## src/rtl/game_ctrl.sv

```systemverilog
// Game controller: MENU/RUN/PAUSE FSM, clamped player movement, two-stage collision/eat
// pipeline and LFSR enemy relocation. Define GAME_CTRL_ENEMY_DRIFT_EN for diagonally drifting enemies.
module game_ctrl #(
  parameter int unsigned STEP   = 2,
  parameter int unsigned BORDER = 15
) (
  input  logic       clk_d,
  input  logic       rst,
  input  logic       frame_tick,
  input  logic       btn_start,
  input  logic       btn_pause,
  input  logic       btn_up,
  input  logic       btn_down,
  input  logic       btn_left,
  input  logic       btn_right,
  output logic [9:0] x,
  output logic [9:0] y,
  output logic [5:0] r,
  output logic [9:0] E1x,
  output logic [9:0] E1y,
  output logic [9:0] E2x,
  output logic [9:0] E2y,
  output logic [9:0] E3x,
  output logic [9:0] E3y,
  output logic       gamemenu,
  output logic       gamerun,
  output logic       gamepause,
  output logic [7:0] score
);

  typedef enum logic [1:0] {
    S_MENU  = 2'd0,
    S_RUN   = 2'd1,
    S_PAUSE = 2'd2
  } state_e;

  localparam logic [9:0]  INIT_X         = 10'd320;
  localparam logic [9:0]  INIT_Y         = 10'd240;
  localparam logic [9:0]  INIT_EX [3]    = '{10'd120, 10'd520, 10'd320};
  localparam logic [9:0]  INIT_EY [3]    = '{10'd120, 10'd120, 10'd400};
  localparam logic [5:0]  R_MIN          = 6'd10;
  localparam logic [5:0]  R_MAX          = 6'd50;
  localparam logic [5:0]  R_INC          = 6'd10;
  localparam logic [9:0]  RELOC_X0       = 10'd40;
  localparam logic [9:0]  RELOC_Y0       = 10'd60;
  localparam logic [15:0] LFSR_SEED      = 16'hACE1;
  localparam int          SCREEN_X_LAST  = 639;
  localparam int          SCREEN_Y_LAST  = 479;
`ifdef GAME_CTRL_ENEMY_DRIFT_EN
  localparam logic [9:0]  DRIFT_LO       = 10'd25;
  localparam logic [9:0]  DRIFT_X_HI     = 10'd614;
  localparam logic [9:0]  DRIFT_Y_HI     = 10'd454;
`endif

  state_e      state_q, state_d;
  logic        menu_q, menu_d, run_q, run_d, pause_q, pause_d;
  logic        start_prev_q, pause_prev_q;
  logic [9:0]  x_q, x_d, y_q, y_d;
  logic [5:0]  r_q, r_d;
  logic [7:0]  score_q, score_d;
  logic [9:0]  ex_q [3];
  logic [9:0]  ex_d [3];
  logic [9:0]  ey_q [3];
  logic [9:0]  ey_d [3];
  logic [15:0] lfsr_q, lfsr_d;
  logic        chk_q, chk_d;
  logic [2:0]  hit_q, hit_d;
  logic        start_edge, pause_edge;
  logic        do_init;
  logic [1:0]  eat_idx;
`ifdef GAME_CTRL_ENEMY_DRIFT_EN
  logic [2:0]  dirx_q, dirx_d, diry_q, diry_d;
`endif

  assign start_edge = btn_start & ~start_prev_q;
  assign pause_edge = btn_pause & ~pause_prev_q;

  // Step one axis, then pull the centre back inside the frame for the current radius.
  function automatic logic [9:0] clamp_step(input logic [9:0] pos, input logic fwd,
                                            input logic back, input logic [5:0] rad,
                                            input int lim);
    int p, lo, hi;
    p = int'(pos);
    if (fwd && !back)      p = p + int'(STEP);
    else if (back && !fwd) p = p - int'(STEP);
    lo = int'(BORDER) + int'(rad);
    hi = lim - int'(BORDER) - int'(rad);
    if (p < lo)      p = lo;
    else if (p > hi) p = hi;
    return p[9:0];
  endfunction

  function automatic logic touching(input logic [9:0] px, input logic [9:0] py,
                                    input logic [9:0] ex, input logic [9:0] ey,
                                    input logic [5:0] rad);
    logic signed [10:0] dx, dy;
    logic [9:0]         ax, ay;
    logic [6:0]         reach;
    logic [19:0]        d2, lim2;
    dx    = $signed({1'b0, px}) - $signed({1'b0, ex});
    dy    = $signed({1'b0, py}) - $signed({1'b0, ey});
    ax    = dx[10] ? 10'(-dx) : dx[9:0];
    ay    = dy[10] ? 10'(-dy) : dy[9:0];
    d2    = 20'(ax) * 20'(ax) + 20'(ay) * 20'(ay);
    reach = 7'(rad) + 7'd10;
    lim2  = 20'(reach) * 20'(reach);
    return d2 <= lim2;
  endfunction

  always_comb begin
    // NOTE: every signal written here is given its hold value first, so no path infers a latch.
    state_d = state_q;
    x_d     = x_q;
    y_d     = y_q;
    r_d     = r_q;
    score_d = score_q;
    ex_d    = ex_q;
    ey_d    = ey_q;
    lfsr_d  = {lfsr_q[14:0], lfsr_q[15] ^ lfsr_q[13] ^ lfsr_q[12] ^ lfsr_q[10]};
    chk_d   = 1'b0;
    hit_d   = 3'b000;
    do_init = 1'b0;
    eat_idx = 2'd0;
`ifdef GAME_CTRL_ENEMY_DRIFT_EN
    dirx_d  = dirx_q;
    diry_d  = diry_q;
`endif

    unique case (state_q)
      S_MENU: begin
        if (start_edge) begin
          state_d = S_RUN;
          do_init = 1'b1;
        end
      end
      S_RUN: begin
        // A pause edge leaves RUN and drops whatever the pipeline was carrying.
        if (pause_edge) begin
          state_d = S_PAUSE;
        end else begin
          chk_d = frame_tick;
          if (chk_q) begin
            for (int k = 0; k < 3; k++) hit_d[k] = touching(x_q, y_q, ex_q[k], ey_q[k], r_q);
          end
          if (frame_tick) begin
            x_d = clamp_step(x_q, btn_right, btn_left, r_q, SCREEN_X_LAST);
            y_d = clamp_step(y_q, btn_down, btn_up, r_q, SCREEN_Y_LAST);
`ifdef GAME_CTRL_ENEMY_DRIFT_EN
            for (int k = 0; k < 3; k++) begin
              ex_d[k] = dirx_q[k] ? ex_q[k] + 10'd1 : ex_q[k] - 10'd1;
              ey_d[k] = diry_q[k] ? ey_q[k] + 10'd1 : ey_q[k] - 10'd1;
              if (ex_d[k] >= DRIFT_X_HI) dirx_d[k] = 1'b0;
              if (ex_d[k] <= DRIFT_LO)   dirx_d[k] = 1'b1;
              if (ey_d[k] >= DRIFT_Y_HI) diry_d[k] = 1'b0;
              if (ey_d[k] <= DRIFT_LO)   diry_d[k] = 1'b1;
            end
`endif
          end
          if (|hit_q) begin
            eat_idx          = hit_q[0] ? 2'd0 : (hit_q[1] ? 2'd1 : 2'd2);
            ex_d[eat_idx]    = RELOC_X0 + 10'(lfsr_q[8:0]);
            ey_d[eat_idx]    = RELOC_Y0 + 10'(lfsr_q[15:8]);
            score_d          = (score_q == 8'hFF) ? score_q : score_q + 8'd1;
            if (r_q >= R_MAX) state_d = S_MENU;
            else              r_d     = r_q + R_INC;
          end
        end
      end
      S_PAUSE: begin
        if (start_edge)      state_d = S_MENU;
        else if (pause_edge) state_d = S_RUN;
      end
      default: state_d = S_MENU;
    endcase

    if (do_init) begin
      x_d     = INIT_X;
      y_d     = INIT_Y;
      r_d     = R_MIN;
      score_d = '0;
      ex_d    = INIT_EX;
      ey_d    = INIT_EY;
`ifdef GAME_CTRL_ENEMY_DRIFT_EN
      dirx_d  = '1;
      diry_d  = '1;
`endif
    end

    menu_d  = (state_d == S_MENU);
    run_d   = (state_d == S_RUN);
    pause_d = (state_d == S_PAUSE);
  end

  // NOTE: state registers use non-blocking assignments so every flop samples pre-edge values.
  always_ff @(posedge clk_d or posedge rst) begin
    if (rst) begin
      state_q      <= S_MENU;
      menu_q       <= 1'b1;
      run_q        <= 1'b0;
      pause_q      <= 1'b0;
      start_prev_q <= 1'b1;
      pause_prev_q <= 1'b1;
      x_q          <= INIT_X;
      y_q          <= INIT_Y;
      r_q          <= R_MIN;
      score_q      <= '0;
      // NOTE: the enemy arrays are six ordinary flops, not a RAM, so they take reset like any other state.
      ex_q         <= INIT_EX;
      ey_q         <= INIT_EY;
      lfsr_q       <= LFSR_SEED;
      chk_q        <= 1'b0;
      hit_q        <= 3'b000;
`ifdef GAME_CTRL_ENEMY_DRIFT_EN
      dirx_q       <= '1;
      diry_q       <= '1;
`endif
    end else begin
      state_q      <= state_d;
      menu_q       <= menu_d;
      run_q        <= run_d;
      pause_q      <= pause_d;
      start_prev_q <= btn_start;
      pause_prev_q <= btn_pause;
      x_q          <= x_d;
      y_q          <= y_d;
      r_q          <= r_d;
      score_q      <= score_d;
      ex_q         <= ex_d;
      ey_q         <= ey_d;
      lfsr_q       <= lfsr_d;
      chk_q        <= chk_d;
      hit_q        <= hit_d;
`ifdef GAME_CTRL_ENEMY_DRIFT_EN
      dirx_q       <= dirx_d;
      diry_q       <= diry_d;
`endif
    end
  end

  assign x         = x_q;
  assign y         = y_q;
  assign r         = r_q;
  assign score     = score_q;
  assign E1x       = ex_q[0];
  assign E1y       = ey_q[0];
  assign E2x       = ex_q[1];
  assign E2y       = ey_q[1];
  assign E3x       = ex_q[2];
  assign E3y       = ey_q[2];
  assign gamemenu  = menu_q;
  assign gamerun   = run_q;
  assign gamepause = pause_q;

endmodule

```

## config.mk

```make
export PLATFORM = sky130hd
export DESIGN_NAME = game_ctrl
export DESIGN_NICKNAME = d
export VERILOG_FILES = /design/src/rtl/game_ctrl.sv
export SDC_FILE = /design/constraint.sdc
export NUM_CORES = 2
export LEC_CHECK = 0
export BUFFER_PORTS_ARGS = -buffer_cell sky130_fd_sc_hd__buf_2
export CELL_PAD_IN_SITES_DETAIL_PLACEMENT = 1
export CELL_PAD_IN_SITES_GLOBAL_PLACEMENT = 1
export CORE_MARGIN = 2
export CORE_UTILIZATION = 51
export DETAILED_ROUTE_END_ITERATION = 8
export GPL_TIMING_DRIVEN = 0
export PLACE_DENSITY_LB_ADDON = 0.1
export SYNTH_ARGS = -nofsm -noshare
export SYNTH_HDL_FRONTEND = slang
export SYNTH_SLANG_ARGS = --single-unit
```

## constraint.sdc

```tcl
create_clock -name clk_d -period 11.7 [get_ports clk_d]
set_clock_uncertainty 0.15 [all_clocks]
set_input_delay 1.17 -clock clk_d [delete_from_list [all_inputs] [get_ports clk_d]]
set_output_delay 1.17 -clock clk_d [all_outputs]
set_load 0.1 [all_outputs]
```

# == After elaboration in Yosys (flattened, before gate mapping) ==
# Cells that the tools add are included.
# totals
reg_bits,121
input_bits,9
# op_classes
eq_ne,8
n_addsub,27
bitwise,8
order_cmp,10
n_mul,7
n_mux,66
reduce_logical,19
# op_table
cell,n
$mux 32,10
$mux 30,8
$mux 10,19
$mul 10x10->20,6
$sub 10x10->11,6
$lt 32x8->1,2
$add 20x20->20,3
$bwmux 30,2
$le 20x14->1,3
$neg 10->10,6
$mux 8,5
$gt 32x10->1,1
$gt 32x11->1,1
$mux 6,5
$add 10x2->11 const B,2
$sub 10x2->11 const B,2
$demux 10 s2,1
$mux 2,8
$mul 7x7->14,1
$sub 10x6->11 const A,1
$add 6x9->10 const A,1
$sub 9x6->10 const A,1
$add 6x8->9 const A,1
$mux 3,3
25 further kinds,47

# == Depth between registers and ports, before layout ==
# logic_depth
word_depth,14
mapped_depth,45

# == Worst setup path before layout ==
# OpenSTA, ideal clock, no wires.
# synth_timing
path_type,reg-to-reg
start,reg x_q[1] (netlist: x[1])
end,reg hit_q[0]
setup_ns,0.096
path_slack_ns,1.135
t_arrival_ns,10.320
stages_incl_launch_ff,40
required_time_ns,11.454
n_path_buf,0
cell_sequence,dfrtp_1 inv_1 fa_1 nor2b_1 o21ai_1 and2b_1 xnor2_1 or4_1 and2_1 xnor2_1 nor2_1 fa_1 fa_1 inv_1 fa_1 inv_1 fa_1 fa_1 [4 not listed] ha_1 o21ai_0 nand2b_1 inv_1 nor3_1 a21o_1 a21oi_1 xnor2_1 ha_1 nand4_1 nor2_1 a21oi_1 o211ai_1 a21o_1 a21oi_1 a31oi_1 or4_1 nor4_2
# synth_via
elab_chain_cells,9
# synth_lines
item,line,rtl
start: declaration,58,"logic [9:0] x_q, x_d, y_q, y_d;"
start signal: assignment,203,x_q <= INIT_X;
start signal: assignment,224,x_q <= x_d;
$sub 10x10->11 (*),100,"dx = $signed({1'b0, px}) - $signed({1'b0, ex});"
$neg 10->10,102,ax = dx[10] ? 10'(-dx) : dx[9:0];
$mux 10 (*),102,
$mul 10x10->20 (*),104,d2 = 20'(ax) * 20'(ax) + 20'(ay) * 20'(ay);
$add 20x20->20 (*),104,
$le 20x14->1 (*),107,return d2 <= lim2;
$mux 3 (*),142,if (chk_q) begin
$mux 3 (*),138,if (pause_edge) begin
$mux 3 (*),129,unique case (state_q)
via hit_d[0],67,"logic [2:0] hit_q, hit_d;"
end signal: assignment,232,hit_q <= hit_d;
end: declaration,67,
# The timed path passes the listed nets; every way through them passes the cells marked *.
# A chain may end at the register's enable or synchronous reset.

# == Worst setup path after layout ==
# layout_timing
start,reg y_q[0] (netlist: y[0])
end,reg hit_q[1]
# layout_via
elab_chain_cells,9
# layout_lines
item,line,rtl
start: declaration,58,
start signal: assignment,225,y_q <= y_d;
$sub 10x10->11 (*),101,"dy = $signed({1'b0, py}) - $signed({1'b0, ey});"
$neg 10->10,103,ay = dy[10] ? 10'(-dy) : dy[9:0];
$mux 10 (*),103,
$mul 10x10->20 (*),104,
$add 20x20->20 (*),104,
$le 20x14->1 (*),107,
$mux 3 (*),142,
$mux 3 (*),138,
$mux 3 (*),129,
via hit_d[1],67,
# Marks and branches as above.

==> run summary <==
initial cell density of the core -> 0.518
vias per cell -> 5.65
Rows -> 85
Compound-Gate Fraction of Synth Area -> 0.108
relative slew slack -> 0.258
fin util -> 0.563
Hold/Removal Path Class -> flip-flop to flip-flop
Final setup viols -> 0
count of flip-flops with a built-in enable after synthesis -> 0
Crit Path Max Fanout -> 10
Worst Max-Slew Pin Slew -> 1.10 ns
most frequent cell after synthesis -> inv_1
R2R Path Start -> y[0]
largest net degree at the start of global routing -> 60
adder-cell share of the synthesized area -> 0.470
Critical Path RT -> 11.83 ns
maximum buffer depth of the clock tree -> 2
crit path launch -> y[0]
Setup TNS -> 0 ns
initial drt markers -> 1097
Worst Path Arrival -> 11.52 ns
area delta synth->final -> 8.66%
Max Freq -> 87.8 MHz
Startpoint Class -> flip-flop
Seq/Total Area, Yosys -> 0.106
grt ovf -> 0
Crit Path Category -> flip-flop to flip-flop
worst-skew pair later-pin latency -> 0.43 ns
final hold slack -> 0.226 ns
number of distinct library cells after synthesis -> 90
Synth Area in XOR/XNOR -> 0.0660
Max stage delay on crit path -> 0.57 ns
Final #Nets -> 4154
RePlAce Congestion -> 0.912
Die ar. -> 56800 sq um
cts bufs inserted -> 17
largest family of logic cells by synthesized area -> adder cells
Tmin final -> 11.39 ns
DRC -> 0
run status -> finished clean
Total GRT Usage -> 0.312
number of synthesis warnings -> 0
I/O pins -> 106
post-synthesis mux area share -> 0.00818
MaxCap Viol Count -> 0
Synth Register Bits -> 117
Mean Syn Cell Area -> 8.75 sq um
Cell Area, Synth -> 28000 sq um
synth top area cells -> fa_1 (29%), ha_1 (18%), inv_1 (9.5%)
via count -> 22.9k
Die Wd -> 238 um
Hold-fix buffers, CTS -> 0
first-pass GRT wire length -> 138000 um
synthesized instance count -> 3198
Slowest cell on crit path -> xor2_2
layout cells sized above 1 -> 0.0803
Layout fillers -> 6423
Inst Count DP -> 4011
prevailing post-synth register cell -> dfrtp_1
final non-filler cell total -> 4049
area fraction of the dominant cell type after synthesis -> 0.292
PortBufs -> 101
core area -> 54000 sq um
most common library cells after synthesis -> inv_1 (709), fa_1 (408), ha_1 (399), nor2_1 (268), nand2_1 (181)
Routed WL per cell -> 21.3 um
clk sinks -> 117
Synth Area in Simple Gates -> 0.136
TritonCTS clock tree -> built
most used cell, CP -> fa_1
hold path start -> lfsr_q[2]
Root Driver -> clkbuf_16
final hold violations -> 0
final max-slew violation count -> 0
clk slew on worst S/H paths -> 0.06 ns
Vert. Die Dim -> 238 um
Async SR Flop Fraction -> 1.00
final WL -> 86300 um
fin crit share -> 0.974
first-pass iteration count of the detailed router -> 5
DP HPWL -> 72100 um
initial antenna violation count -> 0
vias in the first global route -> 25.5k
Worst setup EP type -> flip-flop
Antenna Nets Post-Route -> 0
leading area contributor after synthesis -> fa_1
total number of H-tree levels -> 4
==> worst max-delay path, delay by kind of cell (launching register included) <==
kind | cells | cell delay, ns
xor gates and xnor gates | 2 | 0.68
DFF | 1 | 0.42
and+or+nand+nor | 8 | 2.35
buffers and inverters | 7 | 1.14
adders and majority gates | 11 | 4.42
AOI/OAI and AO/OA | 10 | 2.05
==> area by class of cell <==
class	instances	area [sq um]	area share
timing repair buffer	106	576	0.0189
clock buffer	21	470	0.0155
tap	696	871	0.0286
clock inverter	11	149	0.00490
sequential	117	2980	0.0981
multi-input combinational	2318	22400	0.736
inverter	713	2690	0.0885
buffer	65	272	0.00893
antenna	2	5.00	0.000165
==> kinds of logic after synthesis <==
logic type	Yosys count
DFF	117
buffers and inverters	778
xor gates and xnor gates	204
AOI/OAI and AO/OA	471
adders and majority gates	807
and+or+nand+nor	797
other	2
muxes	22
==> sequential cells by signal (all words and copies together) (netlist names) <==
signal,count
pause_prev_q,1
E2x,10
E3x,10
gamerun,1
r,5
E2y,9
hit_q,3
lfsr_q,16
gamepause,1
E1x,10
E3y,9
start_prev_q,1
chk_q,1
y,10
state_q,2
E1y,9
x,10
gamemenu,1
score,8
==> path summary, 6_finish.rpt <==
kind	cells past startpoint	to	slack [ns]
worst min register to register	0	lfsr_q[3]	0.23
min in group asynchronous	2	gamepause	0.64
worst max register to register	38	hit_q[1]	0.31
worst min-delay path	0	lfsr_q[3]	0.23
worst max-delay path	38	hit_q[1]	0.31
max in group asynchronous	3	y[4]	10.00
==> metal layers <==
layer | share of wire | track usage | wire length, um
met1 | 0.43 | 0.407 | 36700
met2 | 0.50 | 0.544 | 42700
met3 | 0.051 | 0.0427 | 4420
met4 | 0.028 | 0.0881 | 2450
met5 | 0 | 0 | 0
==> placed cells by master, fill, tap and decap left out, types with 23 or more instances in the layout <==
| cell | instances |
|---|---|
| a21o_1 | 46 |
| a21oi_1 | 101 |
| buf_2 | 105 |
| clkbuf_1 | 53 |
| dfrtp_1 | 75 |
| dfstp_2 | 38 |
| fa_1 | 408 |
| ha_1 | 399 |
| inv_1 | 706 |
| nand2_1 | 181 |
| nand2b_1 | 68 |
| nand3_1 | 71 |
| nor2_1 | 268 |
| nor2b_1 | 40 |
| nor3_1 | 46 |
| o21a_1 | 33 |
| o21ai_0 | 140 |
| or3_1 | 23 |
| xnor2_1 | 120 |
| xor2_1 | 52 |
==> repair_timing <==
item	CTS	global route
pin swaps	0	0
gates resized for setup	14	29
setup endpoints to repair	2	3
buffers inserted	0	4
==> through the flow <==
| stage | area [sq um] | setup WS [ns] |
|---|---|---|
| 2_1_floorplan | 28000 | 1.13 |
| 3_3_place_gp | 29400 | -0.544 |
| 3_5_place_dp | 29500 | -0.774 |
| 4_1_cts | 30200 | 0.00278 |
| 5_1_grt | 30400 | -0.0706 |
| 6_report | 30400 | 0.310 |
Power is not shown: default switching activity piles up to over one toggle a cycle in this logic, so the estimate is an artifact.
